===== src/rtl/fwd_hazard_unit_if.sv =====
// Handshake bundle between the ID/EX control path and the forwarding/hazard unit.
// Statistics counters exist only when HAZARD_STATS_EN is defined.
interface fwd_hazard_unit_if #(
  parameter int REG_ADDR_W = 5
);
  logic                  id_valid;
  logic [REG_ADDR_W-1:0] id_rs1;
  logic [REG_ADDR_W-1:0] id_rs2;
  logic                  id_use_rs1;
  logic                  id_use_rs2;
  logic [REG_ADDR_W-1:0] id_rd;
  logic                  id_reg_write;
  logic                  id_mem_read;
  logic                  flush;
  logic                  stall;
  logic [1:0]            fwd_a_sel;
  logic [1:0]            fwd_b_sel;
`ifdef HAZARD_STATS_EN
  logic [31:0]           stat_stall_cnt;
  logic [31:0]           stat_fwd_mem_cnt;
  logic [31:0]           stat_fwd_wb_cnt;
`endif

  modport master (
    output id_valid, id_rs1, id_rs2, id_use_rs1, id_use_rs2,
           id_rd, id_reg_write, id_mem_read, flush,
`ifdef HAZARD_STATS_EN
    input  stat_stall_cnt, stat_fwd_mem_cnt, stat_fwd_wb_cnt,
`endif
    input  stall, fwd_a_sel, fwd_b_sel
  );

  modport slave (
    input  id_valid, id_rs1, id_rs2, id_use_rs1, id_use_rs2,
           id_rd, id_reg_write, id_mem_read, flush,
`ifdef HAZARD_STATS_EN
    output stat_stall_cnt, stat_fwd_mem_cnt, stat_fwd_wb_cnt,
`endif
    output stall, fwd_a_sel, fwd_b_sel
  );
endinterface


===== src/rtl/fwd_hazard_unit.sv =====
// Forwarding-select and load-use stall generator for the 5-stage pipeline; shadows rd of EX/MEM/WB.
// Optional HAZARD_STATS_EN adds free-running stall/forward event counters.
module fwd_hazard_unit #(
  parameter int REG_ADDR_W  = 5,
  parameter bit XZERO_NOFWD = 1'b1
) (
  input logic              clk,
  input logic              reset,
  fwd_hazard_unit_if.slave hz
);
  localparam int W = REG_ADDR_W;

  logic         ex_valid_q, ex_use_rs1_q, ex_use_rs2_q, ex_reg_write_q, ex_mem_read_q;
  logic [W-1:0] ex_rs1_q, ex_rs2_q, ex_rd_q;
  logic         mem_valid_q, mem_reg_write_q, mem_mem_read_q;
  logic [W-1:0] mem_rd_q;
  logic         wb_valid_q, wb_reg_write_q;
  logic [W-1:0] wb_rd_q;

  logic         load_use;
  logic [1:0]   fwd_a, fwd_b;

  function automatic logic rd_live(input logic [W-1:0] rd);
    return !(XZERO_NOFWD && (rd == '0));
  endfunction

  function automatic logic producer_hit(input logic v, input logic rw,
                                        input logic [W-1:0] rd, input logic use_src,
                                        input logic [W-1:0] src);
    return v && rw && use_src && rd_live(rd) && (rd == src);
  endfunction

  // Youngest producer (EX/MEM) wins over MEM/WB; a bubble in EX selects the register file.
  function automatic logic [1:0] pick_sel(input logic ex_v, input logic mem_hit, input logic wb_hit);
    if (!ex_v)   return 2'b00;
    if (mem_hit) return 2'b10;
    if (wb_hit)  return 2'b01;
    return 2'b00;
  endfunction

  always_comb begin
    load_use = 1'b0;
    if (hz.id_valid && !hz.flush && ex_valid_q && ex_mem_read_q && ex_reg_write_q && rd_live(ex_rd_q))
      load_use = (hz.id_use_rs1 && (hz.id_rs1 == ex_rd_q)) ||
                 (hz.id_use_rs2 && (hz.id_rs2 == ex_rd_q));
  end

  always_comb begin
    fwd_a = pick_sel(ex_valid_q,
                     producer_hit(mem_valid_q, mem_reg_write_q, mem_rd_q, ex_use_rs1_q, ex_rs1_q),
                     producer_hit(wb_valid_q,  wb_reg_write_q,  wb_rd_q,  ex_use_rs1_q, ex_rs1_q));
    fwd_b = pick_sel(ex_valid_q,
                     producer_hit(mem_valid_q, mem_reg_write_q, mem_rd_q, ex_use_rs2_q, ex_rs2_q),
                     producer_hit(wb_valid_q,  wb_reg_write_q,  wb_rd_q,  ex_use_rs2_q, ex_rs2_q));
  end

  assign hz.stall     = load_use;
  assign hz.fwd_a_sel = fwd_a;
  assign hz.fwd_b_sel = fwd_b;

  // Stage valids: stall or flush turns the ID->EX issue into a bubble; MEM/WB always advance.
  always_ff @(posedge clk) begin
    if (reset) begin
      ex_valid_q  <= 1'b0;
      mem_valid_q <= 1'b0;
      wb_valid_q  <= 1'b0;
    end else begin
      ex_valid_q  <= hz.id_valid && !load_use && !hz.flush;
      mem_valid_q <= ex_valid_q;
      wb_valid_q  <= mem_valid_q;
    end
  end

  // Stage payloads carry no reset; every consumer qualifies them with the stage valid.
  always_ff @(posedge clk) begin
    ex_rs1_q        <= hz.id_rs1;
    ex_rs2_q        <= hz.id_rs2;
    ex_use_rs1_q    <= hz.id_use_rs1;
    ex_use_rs2_q    <= hz.id_use_rs2;
    ex_rd_q         <= hz.id_rd;
    ex_reg_write_q  <= hz.id_reg_write;
    ex_mem_read_q   <= hz.id_mem_read;
    mem_rd_q        <= ex_rd_q;
    mem_reg_write_q <= ex_reg_write_q;
    mem_mem_read_q  <= ex_mem_read_q;
    wb_rd_q         <= mem_rd_q;
    wb_reg_write_q  <= mem_reg_write_q;
  end

  // A load still in MEM can never feed EX: the stall must have separated them.
  assert property (@(posedge clk) disable iff (reset)
    !(ex_valid_q && mem_mem_read_q &&
      (producer_hit(mem_valid_q, mem_reg_write_q, mem_rd_q, ex_use_rs1_q, ex_rs1_q) ||
       producer_hit(mem_valid_q, mem_reg_write_q, mem_rd_q, ex_use_rs2_q, ex_rs2_q))));

`ifdef HAZARD_STATS_EN
  logic [31:0] stall_cnt_q, stall_cnt_d;
  logic [31:0] fwd_mem_cnt_q, fwd_mem_cnt_d;
  logic [31:0] fwd_wb_cnt_q, fwd_wb_cnt_d;

  always_comb begin
    stall_cnt_d   = stall_cnt_q + 32'(load_use);
    fwd_mem_cnt_d = fwd_mem_cnt_q + 32'(fwd_a == 2'b10) + 32'(fwd_b == 2'b10);
    fwd_wb_cnt_d  = fwd_wb_cnt_q + 32'(fwd_a == 2'b01) + 32'(fwd_b == 2'b01);
  end

  always_ff @(posedge clk) begin
    if (reset) begin
      stall_cnt_q   <= '0;
      fwd_mem_cnt_q <= '0;
      fwd_wb_cnt_q  <= '0;
    end else begin
      stall_cnt_q   <= stall_cnt_d;
      fwd_mem_cnt_q <= fwd_mem_cnt_d;
      fwd_wb_cnt_q  <= fwd_wb_cnt_d;
    end
  end

  assign hz.stat_stall_cnt   = stall_cnt_q;
  assign hz.stat_fwd_mem_cnt = fwd_mem_cnt_q;
  assign hz.stat_fwd_wb_cnt  = fwd_wb_cnt_q;
`endif
endmodule


===== src/flat_wrapper.sv =====
// flat-port wrapper written by rule: the top's interface ports become plain ports
module fwd_hazard_unit_flat 
#(
  parameter int REG_ADDR_W  = 5,
  parameter bit XZERO_NOFWD = 1'b1
)
  (clk, reset, hz_id_valid, hz_id_rs1, hz_id_rs2, hz_id_use_rs1, hz_id_use_rs2, hz_id_rd, hz_id_reg_write, hz_id_mem_read, hz_flush, hz_stall, hz_fwd_a_sel, hz_fwd_b_sel);
  fwd_hazard_unit_if #(.REG_ADDR_W(REG_ADDR_W)) hz_i ();
  input logic clk;
  input logic reset;
  input wire logic [$bits(hz_i.id_valid)-1:0] hz_id_valid;
  input wire logic [$bits(hz_i.id_rs1)-1:0] hz_id_rs1;
  input wire logic [$bits(hz_i.id_rs2)-1:0] hz_id_rs2;
  input wire logic [$bits(hz_i.id_use_rs1)-1:0] hz_id_use_rs1;
  input wire logic [$bits(hz_i.id_use_rs2)-1:0] hz_id_use_rs2;
  input wire logic [$bits(hz_i.id_rd)-1:0] hz_id_rd;
  input wire logic [$bits(hz_i.id_reg_write)-1:0] hz_id_reg_write;
  input wire logic [$bits(hz_i.id_mem_read)-1:0] hz_id_mem_read;
  input wire logic [$bits(hz_i.flush)-1:0] hz_flush;
  output wire logic [$bits(hz_i.stall)-1:0] hz_stall;
  output wire logic [$bits(hz_i.fwd_a_sel)-1:0] hz_fwd_a_sel;
  output wire logic [$bits(hz_i.fwd_b_sel)-1:0] hz_fwd_b_sel;
  assign hz_i.id_valid = hz_id_valid;
  assign hz_i.id_rs1 = hz_id_rs1;
  assign hz_i.id_rs2 = hz_id_rs2;
  assign hz_i.id_use_rs1 = hz_id_use_rs1;
  assign hz_i.id_use_rs2 = hz_id_use_rs2;
  assign hz_i.id_rd = hz_id_rd;
  assign hz_i.id_reg_write = hz_id_reg_write;
  assign hz_i.id_mem_read = hz_id_mem_read;
  assign hz_i.flush = hz_flush;
  assign hz_stall = hz_i.stall;
  assign hz_fwd_a_sel = hz_i.fwd_a_sel;
  assign hz_fwd_b_sel = hz_i.fwd_b_sel;
  fwd_hazard_unit #(.REG_ADDR_W(REG_ADDR_W), .XZERO_NOFWD(XZERO_NOFWD)) u_core (.clk(clk), .reset(reset), .hz(hz_i));
endmodule

===== config.mk =====
export PLATFORM = sky130hd
export DESIGN_NAME = fwd_hazard_unit_flat
export DESIGN_NICKNAME = d
export VERILOG_FILES = /design/src/rtl/fwd_hazard_unit_if.sv /design/src/rtl/fwd_hazard_unit.sv /design/src/flat_wrapper.sv
export SDC_FILE = /design/constraint.sdc
export NUM_CORES = 1
export LEC_CHECK = 0
export CAP_MARGIN = 20
export CORE_MARGIN = 3
export CORE_UTILIZATION = 40
export CTS_BUF_LIST = sky130_fd_sc_hd__clkbuf_4
export CTS_CLUSTER_SIZE = 16
export DETAILED_ROUTE_END_ITERATION = 6
export DONT_BUFFER_PORTS = 1
export PLACE_DENSITY = 0.62
export RECOVER_POWER = 25
export SLEW_MARGIN = 20
export SYNTH_ARGS = -nofsm -noshare
export SYNTH_HDL_FRONTEND = slang
export SYNTH_SLANG_ARGS = --single-unit
export TNS_END_PERCENT = 5

===== constraint.sdc =====
create_clock -name clk -period 1.9 [get_ports clk]
set_clock_uncertainty 0.1 [all_clocks]
set_input_delay 0.38 -clock clk [delete_from_list [all_inputs] [get_ports clk]]
set_output_delay 0.38 -clock clk [all_outputs]
set_load 0.03 [all_outputs]

Word level (Yosys, flattened, before mapping) --
Cells that the tools add are included.
Word-level totals: logic and storage cells 74, input port bits 23, bits in registers 34
Operators by class: reductions and logical operators 32, muxes and demuxes 22, equality and inequality tests 6
Operator list (number):
- $eq 5x5->1 | 6
- $logic_and 1x1->1 | 23
- $mux 2 | 11
- $logic_not 5->1 | 3
- $mux 1 | 11
- $logic_not 1->1 | 5
- $logic_or 1x1->1 | 1

Depth between registers and ports, before layout --
Gate-level depths: netlist (run 1).
word-level depth 11, mapped depth 4, mapped depth without buffers 4

Least setup slack after synthesis (run 1) --
Ideal clock, no wire load.
path kind input-to-output, start input port hz_id_rs2[4], end output port hz_stall, stages on the path 4, path slack -457 ps, path buffers 0, required time 1420 ps, data arrival time 1877 ps, cell sequence xor2_1 nor4_1 a32oi_1 nor4_1
On the way: word-level cells in the longest chain between the ends 4
Ends and longest elaborated chain:
- start: declaration | RTL line flat_wrapper.sv:13 | input wire logic [$bits(hz_i.id_rs2)-1:0] hz_id_rs2;
- $eq 5x5->1 | RTL line fwd_hazard_unit.sv:45 | (hz.id_use_rs2 && (hz.id_rs2 == ex_rd_q));
- $logic_and 1x1->1 | RTL line fwd_hazard_unit.sv:45
- $logic_or 1x1->1 | RTL line fwd_hazard_unit.sv:44 | load_use = (hz.id_use_rs1 && (hz.id_rs1 == ex_rd_q)) ||
- $mux 1 | RTL line fwd_hazard_unit.sv:43 | if (hz.id_valid && !hz.flush && ex_valid_q && ex_mem_read_q && ex_reg_write_q && rd_live(ex_rd_q))
- end: declaration | RTL line flat_wrapper.sv:20 | output wire logic [$bits(hz_i.stall)-1:0] hz_stall;
Every way passes these cells.

Final worst setup path (run 1) --
start register u_core.ex_rd_q[4], end output port hz_stall
On the way: word-level cells in the longest chain between the ends 4
Ends and longest elaborated chain:
- start: declaration | RTL line fwd_hazard_unit.sv:14 | logic [W-1:0] ex_rs1_q, ex_rs2_q, ex_rd_q;
- start signal: assignment | RTL line fwd_hazard_unit.sv:80 | ex_rd_q <= hz.id_rd;
- $eq 5x5->1, or another cell as far along | RTL line fwd_hazard_unit.sv:44
- $logic_and 1x1->1, or another cell as far along | RTL line fwd_hazard_unit.sv:44
- $logic_or 1x1->1 / $logic_and 1x1->1 (equally long branches) | RTL line fwd_hazard_unit.sv:44, fwd_hazard_unit.sv:43
- $mux 1 (*) | RTL line fwd_hazard_unit.sv:43
Every way passes the cells marked *; elsewhere a longest branch is shown, timed or not.

==> flow_summary.yaml, run 1 <==
hold_path:
  worstHoldEndpoint: "u_core.ex_valid_q$_SDFF_PP0_"
  worstHoldPathType: "primary input to flip-flop"
  hold_depth: 2
  min_from: "reset"
synthesis:
  yosys_warnings: 0
  synth-simple-area-share: 0.131
  synth_cells: 94
  ys_seq_area_frac: 0.595
  synth_area_sq_um: 1140
  synthAdderAreaFrac: 0
  synth_nets: 117
  synth_xor_area_frac: 0.230
  syn_avg_cell_area_sq_um: 12.2
  synth_top_family_by_area: "XOR/XNOR gates"
  synth-seq-cells: 34
  synthMuxAreaShare: 0
  netlist-cell-type-count: 18
  synth_compound_area_frac: 0.0405
drt:
  drt_first_pass_iters: 4
  vias: 798
  drt_wl_total_um: 2380
  wl_per_cell_um: 14.6
  drc: 0
  first_iter_violations: 11
  drtAntennaViolNets: 0
  avgViaCountPerCell: 4.90
placement:
  hpwl_um: 1640
  dp_slack_ps: -52.9
  portBuffers: 0
  gp_congestion: 0.789
  placed_cells: 133
cts:
  htree_levels: 2
  cts_tree: "yes"
  cts_sinks: 34
  cts-buffers-inserted: 5
  clk_latency_ps: 330
  clkTransAtPathRegs_ps: 100
  cts_root_buf: "clkbuf_4"
  cts_max_path_buffers: 2
setup_path:
  ff2ff_path_depth: 6
  reg2reg_to: "u_core.ex_valid_q$_SDFF_PP0_"
  endpoint_kind: "primary output"
  worstReg2RegStart: "u_core.ex_rd_q[4]$_DFF_P_"
  critical_path.max_fanout: 4
  worst_setup_path_start_kind: "flip-flop"
  worstSetupPathType: "flip-flop to primary output"
  required_ps: 1420
  r2r_slack_ps: 220
  critical_path_arrival_ps: 1830
sta:
  clock.fmax_ghz: 0.433
  tightest_slew_ps: 355
  finalCritPeriodShare: 1.22
  slew_viol_final: 0
  relSlewSlack: 0.761
  finalSetupViolCount: 5
  fin_ws_ps: -410
  layout_min_cycle_time_ps: 2310
  finalHoldViolations: 0
  rsz0062_at_grt: "yes"
final_layout:
  nets: 155
  antenna_cells: 0
  syn_to_final_growth_pct: 41.9
  post-route-util: 0.627
  finalNonFillerCells: 163
  final.fill_count: 196
  drive_gt1_frac: 0.286
pwr:
  cellPowerDensity_nw_per_um2: 794
  p_leak_nw: 0.607
  peakVddDrop_uv: 781
run_status:
  status: "finished, violations left"
  violations: "negative setup slack"
global_routing:
  antenna_found_initial: 0
  grt_use_total: 0.158
  grt_max_degree: 11
  first_global_vias: 916
  grt_pass1_wl_um: 4010
  overflow: 0
floorplanning:
  pin_count: 28
  die_h_um: 59.5
  die_area_sq_um: 3540
  design.core.area_sq_um: 2590
  start_util: 0.442
  die_w_um: 59.5
  row_count: 18
flow_run:
  max-cap-violations: 0
## synth_stat cells, drive strengths merged
master,n,area share
nor3,5,0.031
dfxtp,34,0.60
a32oi,1,0.0077
or4,3,0.020
o21a,1,0.0066
o211ai,1,0.011
o2111ai,2,0.015
xnor2,14,0.11
nand2,2,0.0066
xor2,16,0.12
nor4,5,0.027
inv,1,0.0033
nand3,2,0.0088
nor2b,2,0.011
and2,3,0.016
nand4,2,0.011
## critical path, cell delays in order, from the launching register on
cell and delay, ps:
dfxtp_4 380, xor2_2 150, nor4_2 320, a32oi_2 190, nor4_4 300, buf_6 170
## placed cells by master (no fill, tap or decap)
master,instances
dfxtp_1,29
dlygate4sd3_1,20
xnor2_1,14
xor2_1,14
buf_4,10
clkbuf_4,6
nor3_2,4
dfxtp_2,4
nand2_1,2
nand4_1,2
or4_1,2
nor4_1,2
nand3_1,2
xor2_2,2
nor4_4,2
and2_4,2
nor2b_1,2
or4_4,1
o211ai_4,1
o2111ai_2,1
inv_1,1
nor4_2,1
and2_0,1
a32oi_2,1
o2111ai_1,1
nor3_1,1
o21a_1,1
clkinv_1,1
clkinv_2,1
buf_6,1
dfxtp_4,1
## through the flow
| step | power, mW | hold slack (ps) | area [sq um] | TNS, ps |
|---|---|---|---|---|
| floorplan | 0.851 | 230 | 1160 | -186 |
| global placement | 0.878 | 248 | 1260 | -72.5 |
| detailed placement | 0.879 | 249 | 1260 | -109 |
| CTS | 1.28 | 0.305 | 1560 | -1660 |
| global route | 1.35 | 94.2 | 1620 | -2010 |
| finish | 1.29 | 100 | 1620 | -1600 |
## state kept, by name, summed over array words and instances (netlist names), 5 cells and up
name	cells
u_core.wb_rd_q	5
u_core.ex_rs1_q	5
u_core.mem_rd_q	5
u_core.ex_rd_q	5
u_core.ex_rs2_q	5
## report_power, final
part / leakage [nW] / switching, mW / internal, mW
sequential: 0.286 / 0.0345 / 0.750
clock: 0.0331 / 0.222 / 0.153
combinational: 0.288 / 0.0473 / 0.0817
total: 0.607 / 0.304 / 0.985
## kinds of logic (layout without fill, tap and decap cells)
group                     Yosys count  count (layout)
DFF                                34              34
xor gates and xnor gates           30              30
and+or+nand+nor                    24              24
AOI/OAI and AO/OA                   5               5
buffers and inverters               1              40
## layer usage
metal	GRT usage	part of all wire	up-vias
met2	0.281	0.54	25
met1	0.162	0.37	372
li1	-	-	396
met5	0	0	-
met3	0.0610	0.072	5
met4	0.0680	0.016	0
## worst max path at each step
stage / from / end
2_1_floorplan: u_core.mem_rd_q[0]$_DFF_P_ / hz_fwd_b_sel[0]
3_3_place_gp: hz_id_rs1[3] / hz_stall
3_5_place_dp: hz_id_rs2[4] / hz_stall
4_1_cts: u_core.ex_rd_q[2]$_DFF_P_ / hz_stall
5_1_grt: u_core.ex_rd_q[4]$_DFF_P_ / hz_stall
6_report: u_core.ex_rd_q[4]$_DFF_P_ / hz_stall
## what timing repair did
action,in CTS,in global routing
buffers inserted,1,1
pin swaps,7,6
gates resized for setup,12,10
hold buffers,19,1
cloned,0,0
hold endpoints to repair,19,2
setup endpoints to repair,5,5
## cell type report
cell class	instances	area (sq um)	share of cell area
clock buffers	6	45.0	0.0278
clock inverters	2	8.76	0.00540
inverters	1	3.75	0.00231
multi-input cells	59	552	0.340
flip-flops and latches	34	689	0.425
well taps	30	37.5	0.0231
repair buffers	31	287	0.177
(Power assumes the default switching activity.)
==> run 2, diff against run 1 <==
Clock period 1.9 ns to 2.2 ns, I/O delays scaled along.
==> flow_summary.yaml, run 2 (same netlist as run 1, synthesis figures left out) <==
cts:
  cts_root_buf: "clkbuf_4"
  cts_sinks: 34
  htree_levels: 2
  clk_latency_ps: 320
  cts-buffers-inserted: 5
  clkTransAtPathRegs_ps: 90
  cts_tree: "yes"
  cts_max_path_buffers: 2
final_layout:
  syn_to_final_growth_pct: 21.2
  finalNonFillerCells: 137
  mostFrequentLayoutCell: "dfxtp_1"
  post-route-util: 0.535
  final_cell_mix: "30 x dfxtp_1, 14 x xnor2_1, 13 x xor2_1, 7 x clkbuf_4, 6 x buf_4"
  nets: 130
  drive_gt1_frac: 0.318
  antenna_cells: 0
pwr:
  comb_power_share: 0.071
  swShare: 0.225
  switching_power_uw: 243
  cellPowerDensity_nw_per_um2: 777
  clkPwrFrac: 0.300
  p_leak_nw: 0.498
  sequentialPowerShare: 0.630
  p_int_uw: 835
  peakVddDrop_uv: 593
setup_path:
  critical_path.startpoint: "u_core.ex_rd_q[4]$_DFF_P_"
  endpoint_kind: "primary output"
  worst_setup_path_start_kind: "flip-flop"
  worstReg2RegStart: "u_core.ex_rd_q[1]$_DFF_P_"
  required_ps: 1660
  r2r_slack_ps: 760
  critical_path.max_fanout: 4
  critical_path_arrival_ps: 1780
  worstSetupPathType: "flip-flop to primary output"
hold_path:
  min_from: "hz_id_reg_write"
  worstHoldPathType: "primary input to flip-flop"
sta:
  slew_viol_final: 0
  fin_ws_ps: -120
  whs_ps: 31.6
  rsz0062_at_grt: "yes"
  clock.fmax_ghz: 0.431
  layout_min_cycle_time_ps: 2320
  finalHoldViolations: 0
  finalSetupViolCount: 4
  relSlewSlack: 0.813
  tightest_slew_ps: 278
  finalCritPeriodShare: 1.05
drt:
  drtAntennaViolNets: 0
  first_iter_violations: 21
  drc: 0
  drt_wl_total_um: 2060
  avgViaCountPerCell: 5.07
  drt_first_pass_iters: 3
  wl_per_cell_um: 15.0
  vias: 694
placement:
  gp_congestion: 0.837
  portBuffers: 0
  dp_slack_ps: 106
  placed_cells: 129
floorplanning:
  pin_count: 28
  design.core.area_sq_um: 2590
  row_count: 18
  die_area_sq_um: 3540
  die_h_um: 59.5
  die_w_um: 59.5
  start_util: 0.442
global_routing:
  grt_use_total: 0.133
  overflow: 0
  first_global_vias: 707
  grt_pass1_wl_um: 3370
  grt_max_degree: 10
  antenna_found_initial: 0
run_status:
  status: "finished, violations left"
  violations: "negative setup slack"
flow_run:
  max-cap-violations: 0
run 2: changes by cell type in the layout (fill, tap and decap cells not counted), sizes merged:
cell,change
dlygate4sd3,-20
buf,-5
clkinv,-2
clkbuf,+1
run 2: final cells by class:
type	count	area (sq um)
fill	212	1200
sequential	34	691
multi-input combinational	59	557
clock buffer	7	52.6
timing repair buffer	6	45.0
tap	30	37.5
inverter	1	3.75
run 2: power groups by stage:
| stage | Clock, mW | Sequential [mW] | Combinational, mW |
|---|---|---|---|
| finish | 0.323 | 0.679 | 0.0762 |
| detailed placement | 0 | 0.692 | 0.0610 |
| floorplan | 0 | 0.685 | 0.0495 |
| CTS | 0.336 | 0.679 | 0.0671 |
| global placement | 0 | 0.692 | 0.0604 |
| global route | 0.364 | 0.684 | 0.0841 |
run 2: routing by layer:
metal,up-vias,part of all wire,GRT usage
met5,-,0,0
met4,0,0.022,0.0680
met3,5,0.090,0.0610
met2,24,0.49,0.204
met1,321,0.39,0.155
li1,344,-,-
run 2: final timing paths:
path,to,cells past startpoint
setup / recovery,hz_stall,5
hold / removal,u_core.ex_reg_write_q$_DFF_P_,0
setup reg to reg,u_core.ex_valid_q$_SDFF_PP0_,3
hold reg to reg,u_core.mem_reg_write_q$_DFF_P_,0
run 2: stage by stage:
stage / cell area (sq um) / TNS [ps] / power [mW]
floorplan: 1150 / 0 / 0.735
global placement: 1220 / 0 / 0.752
detailed placement: 1220 / 0 / 0.753
CTS: 1330 / -575 / 1.08
global route: 1390 / -812 / 1.13
finish: 1390 / -324 / 1.08
run 2: worst max-delay path, cell delays in order (launching register included):
cell,delay (ps)
dfxtp_4,370
xor2_2,140
nor4_2,320
a32oi_2,170
nor4_2,260
buf_4,200
run 2: repair_timing:
| action | CTS | global route |
|---|---|---|
| pin swaps | 8 | 8 |
| buffers inserted | 1 | 0 |
| hold buffers | 0 | 0 |
| setup endpoints to repair | 5 | 5 |
| resized for setup | 11 | 12 |
==> run 3, diff against run 2 <==
Settings changed: CORE_UTILIZATION 40 to 60, PLACE_DENSITY 0.62 to 0.84, SETUP_SLACK_MARGIN set to 0.2.
==> flow_summary.yaml, run 3 (same netlist as run 1, synthesis figures left out) <==
cts:
  clkTransAtPathRegs_ps: 100
  cts-buffers-inserted: 5
  clk_latency_ps: 330
  cts_max_path_buffers: 2
  cts_root_buf: "clkbuf_4"
  htree_levels: 2
  cts_sinks: 34
  cts_tree: "yes"
pwr:
  peakVddDrop_uv: 720
  comb_power_share: 0.086
  p_leak_nw: 0.549
  sequentialPowerShare: 0.626
  swShare: 0.250
  p_int_uw: 818
  cellPowerDensity_nw_per_um2: 735
  power.total_mw: 1.09
  switching_power_uw: 272
  clkPwrFrac: 0.288
setup_path:
  critical_path_arrival_ps: 1820
  critPathBufInv: 1
  worst_setup_path_start_kind: "flip-flop"
  endpoint_kind: "primary output"
  path_cells: "xor2_1, nor4_2, a32oi_2, nor4_4, buf_6"
  crit_family: "simple AND/OR/NAND/NOR gates"
  slowest_stage: "dfxtp_2"
  critical_path.max_fanout: 4
  required_ps: 1660
  worstSetupPathType: "flip-flop to primary output"
  slowest_delay_ps: 360
sta:
  finalHoldViolations: 0
  relSlewSlack: 0.755
  clock.fmax_ghz: 0.423
  finalSetupViolCount: 5
  tightest_slew_ps: 365
  fin_ws_ps: -165
  rsz0062_at_grt: "yes"
  finalCritPeriodShare: 1.07
  slew_viol_final: 0
  layout_min_cycle_time_ps: 2360
floorplanning:
  die_w_um: 49.7
  row_count: 15
  die_h_um: 49.7
  design.core.area_sq_um: 1760
  start_util: 0.648
  pin_count: 28
  die_area_sq_um: 2470
run_status:
  status: "finished, violations left"
  violations: "negative setup slack"
drt:
  drtAntennaViolNets: 0
  drc: 0
  avgViaCountPerCell: 5.58
  drt_first_pass_iters: 4
  first_iter_violations: 17
  wl_per_cell_um: 19.5
  drt_wl_total_um: 2870
  vias: 820
global_routing:
  first_global_vias: 786
  grt_pass1_wl_um: 3540
  grt_max_degree: 11
  overflow: 0
  grt_use_total: 0.208
  antenna_found_initial: 0
final_layout:
  nets: 144
  finalNonFillerCells: 147
  antenna_cells: 0
  stdcell_area_sq_um: 1480
  drive_gt1_frac: 0.230
  final_cell_mix: "29 x dfxtp_1, 16 x xor2_1, 14 x xnor2_1, 14 x dlygate4sd3_1"
  syn_to_final_growth_pct: 29.8
  mostFrequentLayoutCell: "dfxtp_1"
  post-route-util: 0.841
placement:
  gp_congestion: 0.780
  placed_cells: 122
  hpwl_um: 1550
  placed_area_sq_um: 1210
  portBuffers: 0
hold_path:
  worstHoldPathType: "primary input to flip-flop"
flow_run:
  max-cap-violations: 0
==> run 3: final cells by class <==
class / instances / area [sq um]
flip-flops and latches: 34 / 689
multi-input cells: 59 / 522
fillers: 91 / 280
repair buffers: 20 / 189
clock buffers: 5 / 37.5
well taps: 25 / 31.3
clock inverters: 3 / 11.3
inverters: 1 / 3.75
==> run 3: metrics by stage <==
| step | setup WS (ps) | hold slack (ps) | setup TNS [ps] |
|---|---|---|---|
| after detailed placement | 136 | 237 | 0 |
| after global routing | -303 | 3.35 | -953 |
| after CTS | -131 | 21.0 | -589 |
| final | -165 | 36.0 | -541 |
| after global placement | 164 | 234 | 0 |
| after floorplan | 105 | 230 | 0 |
==> run 3: final timing paths <==
path | slack, ps | startpoint | endpoint | cells past startpoint
worst min-delay path | 40 | hz_id_rd[0] | u_core.ex_rd_q[0]$_DFF_P_ | 0
worst max register to register | 590 | u_core.ex_rd_q[4]$_DFF_P_ | u_core.ex_valid_q$_SDFF_PP0_ | 5
worst min register to register | 270 | u_core.ex_reg_write_q$_DFF_P_ | u_core.mem_reg_write_q$_DFF_P_ | 0
worst max-delay path | -160 | u_core.ex_rd_q[4]$_DFF_P_ | hz_stall | 5
==> run 3: layer usage <==
metal  share of wire  global-route usage  wire length (um)  vias to the layer above
met5               0                   0                 0                        -
met4           0.030               0.166                85                        0
met3           0.064               0.103               184                       12
met2            0.49               0.339              1410                       38
met1            0.41               0.193              1180                      394
li1                -                   -                 -                      376
==> run 3: power groups by stage <==
stage	logic, mW	clock network (mW)	registers (mW)
3_5_place_dp	0.0568	0	0.694
2_1_floorplan	0.0503	0	0.685
5_1_grt	0.103	0.350	0.685
6_report	0.0942	0.314	0.682
4_1_cts	0.0669	0.305	0.678
3_3_place_gp	0.0556	0	0.692
==> run 3: timing repair <==
| action | in CTS | in global routing |
|---|---|---|
| endpoints found under the hold margin | 0 | 14 |
| cloned | 0 | 0 |
| setup endpoints to repair | 5 | 5 |
| buffers inserted | 3 | 0 |
| gates resized for setup | 13 | 5 |
| hold buffers | 0 | 14 |
| pin swaps | 7 | 3 |
